`config.mk`:
```
export PLATFORM = sky130hd
export DESIGN_NAME = uop_sequencer
export DESIGN_NICKNAME = d
export VERILOG_FILES = /design/src/rtl/uop_pkg.sv /design/src/rtl/uop_stack.sv /design/src/rtl/uop_sequencer.sv
export SDC_FILE = /design/constraint.sdc
export NUM_CORES = 1
export LEC_CHECK = 0
export ABC_AREA = 1
export ABC_CLOCK_PERIOD_IN_PS = 2630
export CORE_UTILIZATION = 45
export CTS_BUF_LIST = sky130_fd_sc_hd__clkbuf_4
export CTS_CLUSTER_DIAMETER = 30
export CTS_CLUSTER_SIZE = 30
export DETAILED_ROUTE_END_ITERATION = 12
export DONT_BUFFER_PORTS = 1
export PLACE_DENSITY_LB_ADDON = 0.1
export SETUP_SLACK_MARGIN = 0.05
export SLEW_MARGIN = 20
export SYNTH_ARGS = -nofsm -noshare
export SYNTH_HDL_FRONTEND = slang
export SYNTH_SLANG_ARGS = --single-unit
export TNS_END_PERCENT = 50
```
`constraint.sdc`:
```
create_clock -name CLK -period 2.63 [get_ports CLK]
set_clock_uncertainty 0.2 [all_clocks]
set_input_delay 0.6575 -clock CLK [delete_from_list [all_inputs] [get_ports CLK]]
set_output_delay 0.6575 -clock CLK [all_outputs]
set_load 0.02 [all_outputs]
```
`src/rtl/uop_pkg.sv`:
```
// Shared types and constants for the microcode sequencer: states, SEQ opcodes
// and the bit positions of each microword field.
package uop_pkg;

    typedef enum logic [2:0] {
        ST_IDLE  = 3'd0,
        ST_FETCH = 3'd1,
        ST_EXEC  = 3'd2,
        ST_WAIT  = 3'd3,
        ST_HALT  = 3'd4
    } state_e;

    localparam logic [2:0] SEQ_NEXT = 3'd0;
    localparam logic [2:0] SEQ_JUMP = 3'd1;
    localparam logic [2:0] SEQ_BRZ  = 3'd2;
    localparam logic [2:0] SEQ_BRNZ = 3'd3;
    localparam logic [2:0] SEQ_CALL = 3'd4;
    localparam logic [2:0] SEQ_RET  = 3'd5;
    localparam logic [2:0] SEQ_WAIT = 3'd6;
    localparam logic [2:0] SEQ_HALT = 3'd7;

    localparam int UWORD_W   = 24;
    localparam int ASEL_LSB  = 21;
    localparam int BSEL_LSB  = 18;
    localparam int DSEL_LSB  = 15;
    localparam int ALUOP_LSB = 12;
    localparam int SEQ_LSB   = 9;
    localparam int RSVD_BIT  = 8;
    localparam int TGT_LSB   = 0;

    // Decoded instruction register; the reserved bit is dropped on capture.
    typedef struct packed {
        logic [2:0] asel;
        logic [2:0] bsel;
        logic [2:0] dsel;
        logic [2:0] aluop;
        logic [2:0] seq;
        logic [7:0] target;
    } uop_fields_t;

endpackage

```
`src/rtl/uop_stack.sv`:
```
// Return-address LIFO for CALL/RET; callers must not push when full or pop
// when empty (such requests are ignored here).
module uop_stack #(
    parameter int DEPTH = 4
) (
    input  logic       clk,
    input  logic       rst_n,
    input  logic       clr,
    input  logic       push,
    input  logic       pop,
    input  logic [7:0] din,
    output logic [7:0] top,
    output logic       full,
    output logic       empty
);

    localparam int CW = $clog2(DEPTH + 1);

    logic [DEPTH-1:0][7:0] mem_q, mem_d;
    logic [CW-1:0]         cnt_q, cnt_d;

    assign full  = (cnt_q == CW'(DEPTH));
    assign empty = (cnt_q == '0);

    always_comb begin
        mem_d = mem_q;
        cnt_d = cnt_q;
        top   = '0;
        for (int i = 0; i < DEPTH; i++) begin
            if (cnt_q == CW'(i + 1)) top = mem_q[i];
        end
        if (clr) begin
            cnt_d = '0;
        end else if (push && !full) begin
            for (int i = 0; i < DEPTH; i++) begin
                if (cnt_q == CW'(i)) mem_d[i] = din;
            end
            cnt_d = cnt_q + CW'(1);
        end else if (pop && !empty) begin
            cnt_d = cnt_q - CW'(1);
        end
    end

    always_ff @(posedge clk) begin
        if (!rst_n) begin
            mem_q <= '0;
            cnt_q <= '0;
        end else begin
            mem_q <= mem_d;
            cnt_q <= cnt_d;
        end
    end

endmodule

```
`src/rtl/uop_sequencer.sv`:
```
// Microprogram sequencer: fetches 24-bit microwords, drives the register-file
// and ALU controls for one EXEC cycle each, and resolves branches/calls.
module uop_sequencer
    import uop_pkg::*;
#(
    parameter logic [7:0] START_ADDR  = 8'h00,
    parameter int         STACK_DEPTH = 4
) (
    input  logic                CLK,
    input  logic                RST,
    input  logic                GO,
    output logic [7:0]          UADDR,
    output logic                UVALID,
    input  logic                URDY,
    input  logic [UWORD_W-1:0]  UWORD,
    input  logic                ZFLAG,
    output logic [2:0]          ASEL,
    output logic [2:0]          BSEL,
    output logic [2:0]          DSEL,
    output logic [2:0]          ALUOP,
    output logic                BUSY,
    output logic                HALTED,
    output logic                ERR
);

    state_e      state_q, state_d;
    logic [7:0]  upc_q, upc_d;
    uop_fields_t ir_q, ir_d;
    logic        err_q, err_d;

    logic        stk_clr, stk_push, stk_pop, stk_full, stk_empty;
    logic [7:0]  stk_top;
    logic [7:0]  upc_inc;
    logic        rsvd_unused;

    assign upc_inc     = upc_q + 8'd1;
    assign rsvd_unused = UWORD[RSVD_BIT];

    uop_stack #(.DEPTH(STACK_DEPTH)) u_stack (
        .clk   (CLK),
        .rst_n (RST),
        .clr   (stk_clr),
        .push  (stk_push),
        .pop   (stk_pop),
        .din   (upc_inc),
        .top   (stk_top),
        .full  (stk_full),
        .empty (stk_empty)
    );

    always_comb begin
        state_d  = state_q;
        upc_d    = upc_q;
        ir_d     = ir_q;
        err_d    = err_q;
        stk_clr  = 1'b0;
        stk_push = 1'b0;
        stk_pop  = 1'b0;
        case (state_q)
            ST_IDLE: begin
                if (GO) begin
                    upc_d   = START_ADDR;
                    stk_clr = 1'b1;
                    state_d = ST_FETCH;
                end
            end
            ST_FETCH: begin
                if (URDY) begin
                    ir_d.asel   = UWORD[ASEL_LSB  +: 3];
                    ir_d.bsel   = UWORD[BSEL_LSB  +: 3];
                    ir_d.dsel   = UWORD[DSEL_LSB  +: 3];
                    ir_d.aluop  = UWORD[ALUOP_LSB +: 3];
                    ir_d.seq    = UWORD[SEQ_LSB   +: 3];
                    ir_d.target = UWORD[TGT_LSB   +: 8];
                    state_d     = ST_EXEC;
                end
            end
            ST_EXEC: begin
                state_d = ST_FETCH;
                case (ir_q.seq)
                    SEQ_NEXT: upc_d = upc_inc;
                    SEQ_JUMP: upc_d = ir_q.target;
                    SEQ_BRZ:  upc_d = ZFLAG ? ir_q.target : upc_inc;
                    SEQ_BRNZ: upc_d = ZFLAG ? upc_inc : ir_q.target;
                    SEQ_CALL: begin
                        // A fault leaves the stack and uPC untouched for post-mortem.
                        if (stk_full) begin
                            err_d   = 1'b1;
                            state_d = ST_HALT;
                        end else begin
                            stk_push = 1'b1;
                            upc_d    = ir_q.target;
                        end
                    end
                    SEQ_RET: begin
                        if (stk_empty) begin
                            err_d   = 1'b1;
                            state_d = ST_HALT;
                        end else begin
                            stk_pop = 1'b1;
                            upc_d   = stk_top;
                        end
                    end
                    SEQ_WAIT: state_d = ST_WAIT;
                    default:  state_d = ST_HALT;
                endcase
            end
            ST_WAIT: begin
                if (GO) begin
                    upc_d   = upc_inc;
                    state_d = ST_FETCH;
                end
            end
            ST_HALT: ;
            default: state_d = ST_IDLE;
        endcase
    end

    always_ff @(posedge CLK) begin
        if (!RST) begin
            state_q <= ST_IDLE;
            upc_q   <= START_ADDR;
            ir_q    <= '0;
            err_q   <= 1'b0;
        end else begin
            state_q <= state_d;
            upc_q   <= upc_d;
            ir_q    <= ir_d;
            err_q   <= err_d;
        end
    end

    // Outputs are forced low while RST is held, not just after the reset edge.
    always_comb begin
        UADDR  = '0;
        UVALID = 1'b0;
        ASEL   = '0;
        BSEL   = '0;
        DSEL   = '0;
        ALUOP  = '0;
        BUSY   = 1'b0;
        HALTED = 1'b0;
        ERR    = 1'b0;
        if (RST) begin
            ERR    = err_q;
            HALTED = (state_q == ST_HALT);
            BUSY   = (state_q != ST_IDLE) && (state_q != ST_HALT);
            case (state_q)
                ST_FETCH: begin
                    UADDR  = upc_q;
                    UVALID = 1'b1;
                end
                ST_EXEC: begin
                    ASEL  = ir_q.asel;
                    BSEL  = ir_q.bsel;
                    DSEL  = ir_q.dsel;
                    ALUOP = ir_q.aluop;
                end
                default: ;
            endcase
        end
    end

endmodule
```
After elaboration in Yosys (flattened, before gate mapping)

Index checks and enable logic that the tools add are counted.

$add $sub $neg: 3
Equality and inequality tests: 24
Bitwise operators: 3
Reductions and logical operators: 23
Muxes and demuxes: 46

Operators by type and width:

| operator                                                         | count |
|---|---|
| 8-bit 2-to-1 mux                                                 | 12 |
| 8-bit one-hot mux with 6 select lines                            | 1 |
| 3-bit 2-to-1 mux                                                 | 14 |
| 3-bit one-hot mux with 4 select lines                            | 2 |
| 8-bit one-hot mux with 3 select lines                            | 1 |
| 3-bit by 2-bit == test with 1-bit output (second input constant) | 6 |
| 3-bit == test (second input constant)                            | 5 |
| 1-bit 2-to-1 mux                                                 | 15 |
| 3-bit AND reduction                                              | 5 |
| 3-bit by 1-bit == test with 1-bit output (second input constant) | 3 |
| 3-bit zero test                                                  | 3 |
| 3-bit != test (second input constant)                            | 3 |
| 8-bit by 1-bit adder with 8-bit output (second input constant)   | 1 |
| 7-bit by 1-bit != test with 1-bit output (second input constant) | 1 |
| 2-bit by 1-bit != test with 1-bit output (second input constant) | 3 |
| 2-bit != test (second input constant)                            | 3 |
| 6-bit AND reduction                                              | 1 |
| 3-bit nonzero test                                               | 2 |
| 4-bit AND reduction                                              | 1 |
| 2-bit nonzero test                                               | 2 |
| 2-bit OR reduction                                               | 2 |
| 4-bit OR reduction                                               | 1 |
| 3-bit by 1-bit adder with 3-bit output (second input constant)   | 1 |
| 1-bit logical AND                                                | 3 |
| 5 further kinds                                                  | 8 |

Flip-flop bits (word level): 70
Input port bits: 29
Output and inout port bits: 24

Longest topological paths before layout

Depth in word-level cells: 8
Depth in mapped cells: 14

By module

A second synthesis with hierarchy kept.

Cell total of the unflattened synthesis: 669
Area total of the unflattened synthesis: 4040.1 µm²

By module, submodules not included:

| module        | area each (µm²) | instances | seq. area each (µm²) | cells an instance |
|---|---|---|---|---|
| uop_sequencer | 2212.1          | 1         | 700.7                | 372 |
| uop_stack     | 1828.0          | 1         | 700.7                | 297 |

Least setup slack after synthesis

OpenSTA, ideal clock, no wires.

Path type: input-to-output
From: in RST
To: out UADDR[0]
Setup slack: 0.243 ns
Stages: 4
Arrival: 1.530 ns
Required time: 1.772 ns
Cell sequence: inv_1 -> nor2_1 -> inv_1 -> nor2_1

Word-level cells in the longest chain between the ends: 1

RTL lines:

| item             | line                 | text |
|---|---|---|
| start, declared  | uop_sequencer.sv:10  | `input logic RST,` |
| 8-bit 2-to-1 mux | uop_sequencer.sv:144 | `if (RST) begin` |
| end, declared    | uop_sequencer.sv:12  | `output logic [7:0] UADDR,` |

Every way passes these cells.

Final worst setup path

From: reg state_q[0]
To: out HALTED

Word-level cells in the longest chain between the ends: 2

RTL lines:

| item                   | line                 | text |
|---|---|---|
| start, declared        | uop_sequencer.sv:26  | `state_e state_q, state_d;` |
| start signal, assigned | uop_sequencer.sv:126 | `state_q <= state_d;` |
| 3-bit == test          | uop_sequencer.sv:146 | `HALTED = (state_q == ST_HALT);` |
| 1-bit 2-to-1 mux       | uop_sequencer.sv:144 |  |
| end, declared          | uop_sequencer.sv:22  | `output logic HALTED,` |

Every way passes these cells.

==> impl_metrics.py <==
metrics = {
    "clocking": {
        "clockBufferDepth": 2,
        "clock_latency_ns": 0.42,
        "root_buffer": "clkbuf_4",
        "cts.sinks": 70,
        "htreeDepth": 3,
        "cts_tree": "yes",
        "holdBufCountCts": 0,
        "cts_buffers": 9,
        "clkTransAtPathRegs_ns": 0.14,
    },
    "grt": {
        "top_usage_layer": "met2",
        "first_global_vias": 3220,
        "antenna_found_initial": 0,
        "grt_util_met2": 0.3775,
        "met3_usage": 0.05141,
        "met1_usage": 0.3122,
        "grt_max_degree": 63,
        "grt-ovfl-total": 0,
        "grt_pass1_wl_um": 15680,
        "track_usage": 0.2343,
    },
    "synth": {
        "synth_top_area_cell": "dfxtp_1",
        "synth_area_mm2": 0.003664,
        "synthCells": 546,
        "synth_warnings": 0,
        "yosysSeqAreaShare": 0.3825,
        "syn-num-nets": 582,
        "synth_area_per_cell_um2": 6.710,
        "synth_top_area_frac": 0.3825,
        "ys_seq_elements": 70,
        "synth_cell_types": 32,
        "synth_area_leaders": "dfxtp_1 (38%), nand2_1 (11%), a21oi_1 (8.6%)",
    },
    "cells_and_area": {
        "layout.cells.most_common": "nand2_1",
        "synthToLayoutAreaGrowth_pct": 10.62,
        "final_cell_mix": "nand2_1 (105), nor2_1 (70), dfxtp_1 (69), a21oi_1 (63), inv_1 (58)",
        "final_nets": 597,
        "multi_input_area_mm2": 0.001904,
        "antennaDiodeCount": 0,
        "final_layout_size_suffix_gt1_frac": 0.1307,
        "fill_cells": 816,
        "ff_latch_area_mm2": 0.001405,
    },
    "routing": {
        "dr.pass1.iters": 6,
        "first_iter_violations": 248,
        "avgRoutedWirePerCell_um": 13.83,
        "drc": 0,
        "num_vias": 3517,
        "wl_um": 9239,
        "vias_per_cell": 5.265,
        "ant_nets": 0,
    },
    "place": {
        "numPortBuffers": 0,
        "hpwl_um": 6590,
        "place.gp.congestion": 0.8364,
        "pre_cts_ws_ns": 0.4187,
    },
    "setup_path": {
        "cp_slowest_cell": "dfxtp_4",
        "setup.worst_path.start_class": "register",
        "rrSetupSlack_ns": 0.38,
        "worstSetupPathType": "register to primary output",
        "end_kind": "primary output",
        "crit_path_max_incr_delay_ns": 0.39,
        "path_max_fanout": 5,
        "r2r_start": "u_stack.cnt_q[0]",
        "crit_start": "state_q[0]",
        "required_ns": 1.77,
        "crit_chain": "nor2_1 > inv_1 > nor2_1 > inv_1 > nor2_1",
        "ff2ff_path_depth": 10,
        "r2r_end": "u_stack.mem_q[26]",
        "critPathArrivalTime_ns": 1.58,
        "crit_top_cell": "nor2_1",
    },
    "outcome": {
        "status": "finished clean",
    },
    "timing": {
        "fin_crit_sh": 0.9251,
        "slew_viol_final": 0,
        "hold_violations": 0,
        "worst_slew_pin_slew_ns": 0.6130,
        "final.min_clock_period_ns": 2.433,
        "rsz0062_at_grt": "no",
        "fmax_mhz": 411.0,
        "timing.final.ws_setup_ns": 0.1970,
        "fin_tns_setup_ns": 0,
        "slew-limit-headroom": 0.5884,
        "setup_violations": 0,
    },
    "worst_hold_path": {
        "whs_path_depth": 2,
        "hold_end": "ir_q[15]",
        "min_path_type": "input port to register",
        "hp-start": "RST",
    },
    "run": {
        "cap_violations": 0,
    },
    "pwr": {
        "power.switching_uw": 905.8,
        "seq_power_share": 0.463,
        "p_clk_frac": 0.315,
        "max-vdd-ir-drop_v": 0.0003314,
        "comb_power_share": 0.222,
        "p_int_mw": 1.730,
        "switching_share": 0.3437,
        "powerDensity_mw_per_mm2": 650.4,
        "p_leak_nw": 1.812,
    },
    "die": {
        "core_area_mm2": 0.007807,
        "dieHeight_um": 92.23,
        "die_x_um": 92.23,
        "io_pins": 53,
        "die-area_mm2": 0.008506,
        "initial_core_util": 0.4692,
        "core.rowCount": 32,
    },
}
[cell families after synthesis]
kind of cell | after synthesis | synth area share
XOR/XNOR | 5 | 0.01195
AO/OA/AOI/OAI | 140 | 0.1947
AND/OR/NAND/NOR | 235 | 0.2865
flip-flops | 70 | 0.3825
adder cells (fa/ha/maj) | 7 | 0.02391
buffers and inverters | 89 | 0.1004
[registers in the layout, indices dropped and copies added, names as in the netlist]
| signal | count |
|---|---|
| u_stack.mem_q | 32 |
| state_q | 3 |
| upc_q | 8 |
| u_stack.cnt_q | 3 |
| err_q | 1 |
| ir_q | 23 |
[power groups by stage]
stage | registers, mW | clock network (mW) | logic, mW
finish | 1.22 | 0.831 | 0.585
global placement | 1.24 | 0 | 0.562
CTS | 1.22 | 0.846 | 0.572
global route | 1.24 | 0.887 | 0.671
detailed placement | 1.24 | 0 | 0.568
floorplan | 1.21 | 0 | 0.470
[area by class of cell]
cell class,count,area share
inverter,68,0.06360
tap,102,0.03149
timing repair buffer,25,0.04631
clock inverter,7,0.02532
sequential,70,0.3467
multi-input combinational,387,0.4699
clock buffer,9,0.01667
[worst max-delay path: cells and delay by family, from the launching register on]
kind / cells / cell delay [ns]
buf+inv: 2 / 0.13
flops: 1 / 0.39
simple gates: 3 / 0.63
[cells in the mapped netlist, drive strengths merged]
cell type    n
a21oi       63
nand3       32
and2         1
nand4        2
xnor2        1
buf         10
nor3         6
nand2      113
nor2        78
a31oi        3
ha           7
o21ai       72
dfxtp       70
or2          3
clkbuf      11
a211oi       2
xor2         4
inv         68
[worst max path at each step]
| stage | endpoint | slack, ns |
|---|---|---|
| after floorplan | UADDR[0] | 0.24 |
| after global placement | u_stack.mem_q[26] | 0.47 |
| after detailed placement | u_stack.mem_q[26] | 0.42 |
| after CTS | UADDR[5] | 0.1 |
| after global routing | UADDR[5] | 0.003 |
| final | HALTED | 0.20 |
[metal layers]
| layer | part of all wire | up-vias |
|---|---|---|
| li1 | - | 1791 |
| met1 | 0.46 | 1604 |
| met2 | 0.47 | 108 |
| met3 | 0.053 | 14 |
| met4 | 0.014 | 0 |
| met5 | 0 | - |
[stage by stage]
stage	util	hold WS [ns]	power, mW	instances	cell area [µm²]
final	0.5191	0.1536	2.636	668	4053
after CTS	0.5168	0.1310	2.638	667	4035
after floorplan	-	0.2194	1.682	546	3664
after global routing	0.5191	0.1341	2.795	668	4053
after detailed placement	0.4946	0.2412	1.812	651	3861
after global placement	0.4946	0.2368	1.800	651	3861
[timing repair]
item	CTS	global route
setup buffers	0	1
resized for setup	2	4
pin swaps	0	1
endpoints found under the setup margin	20	8
(Power assumes the default switching activity.)
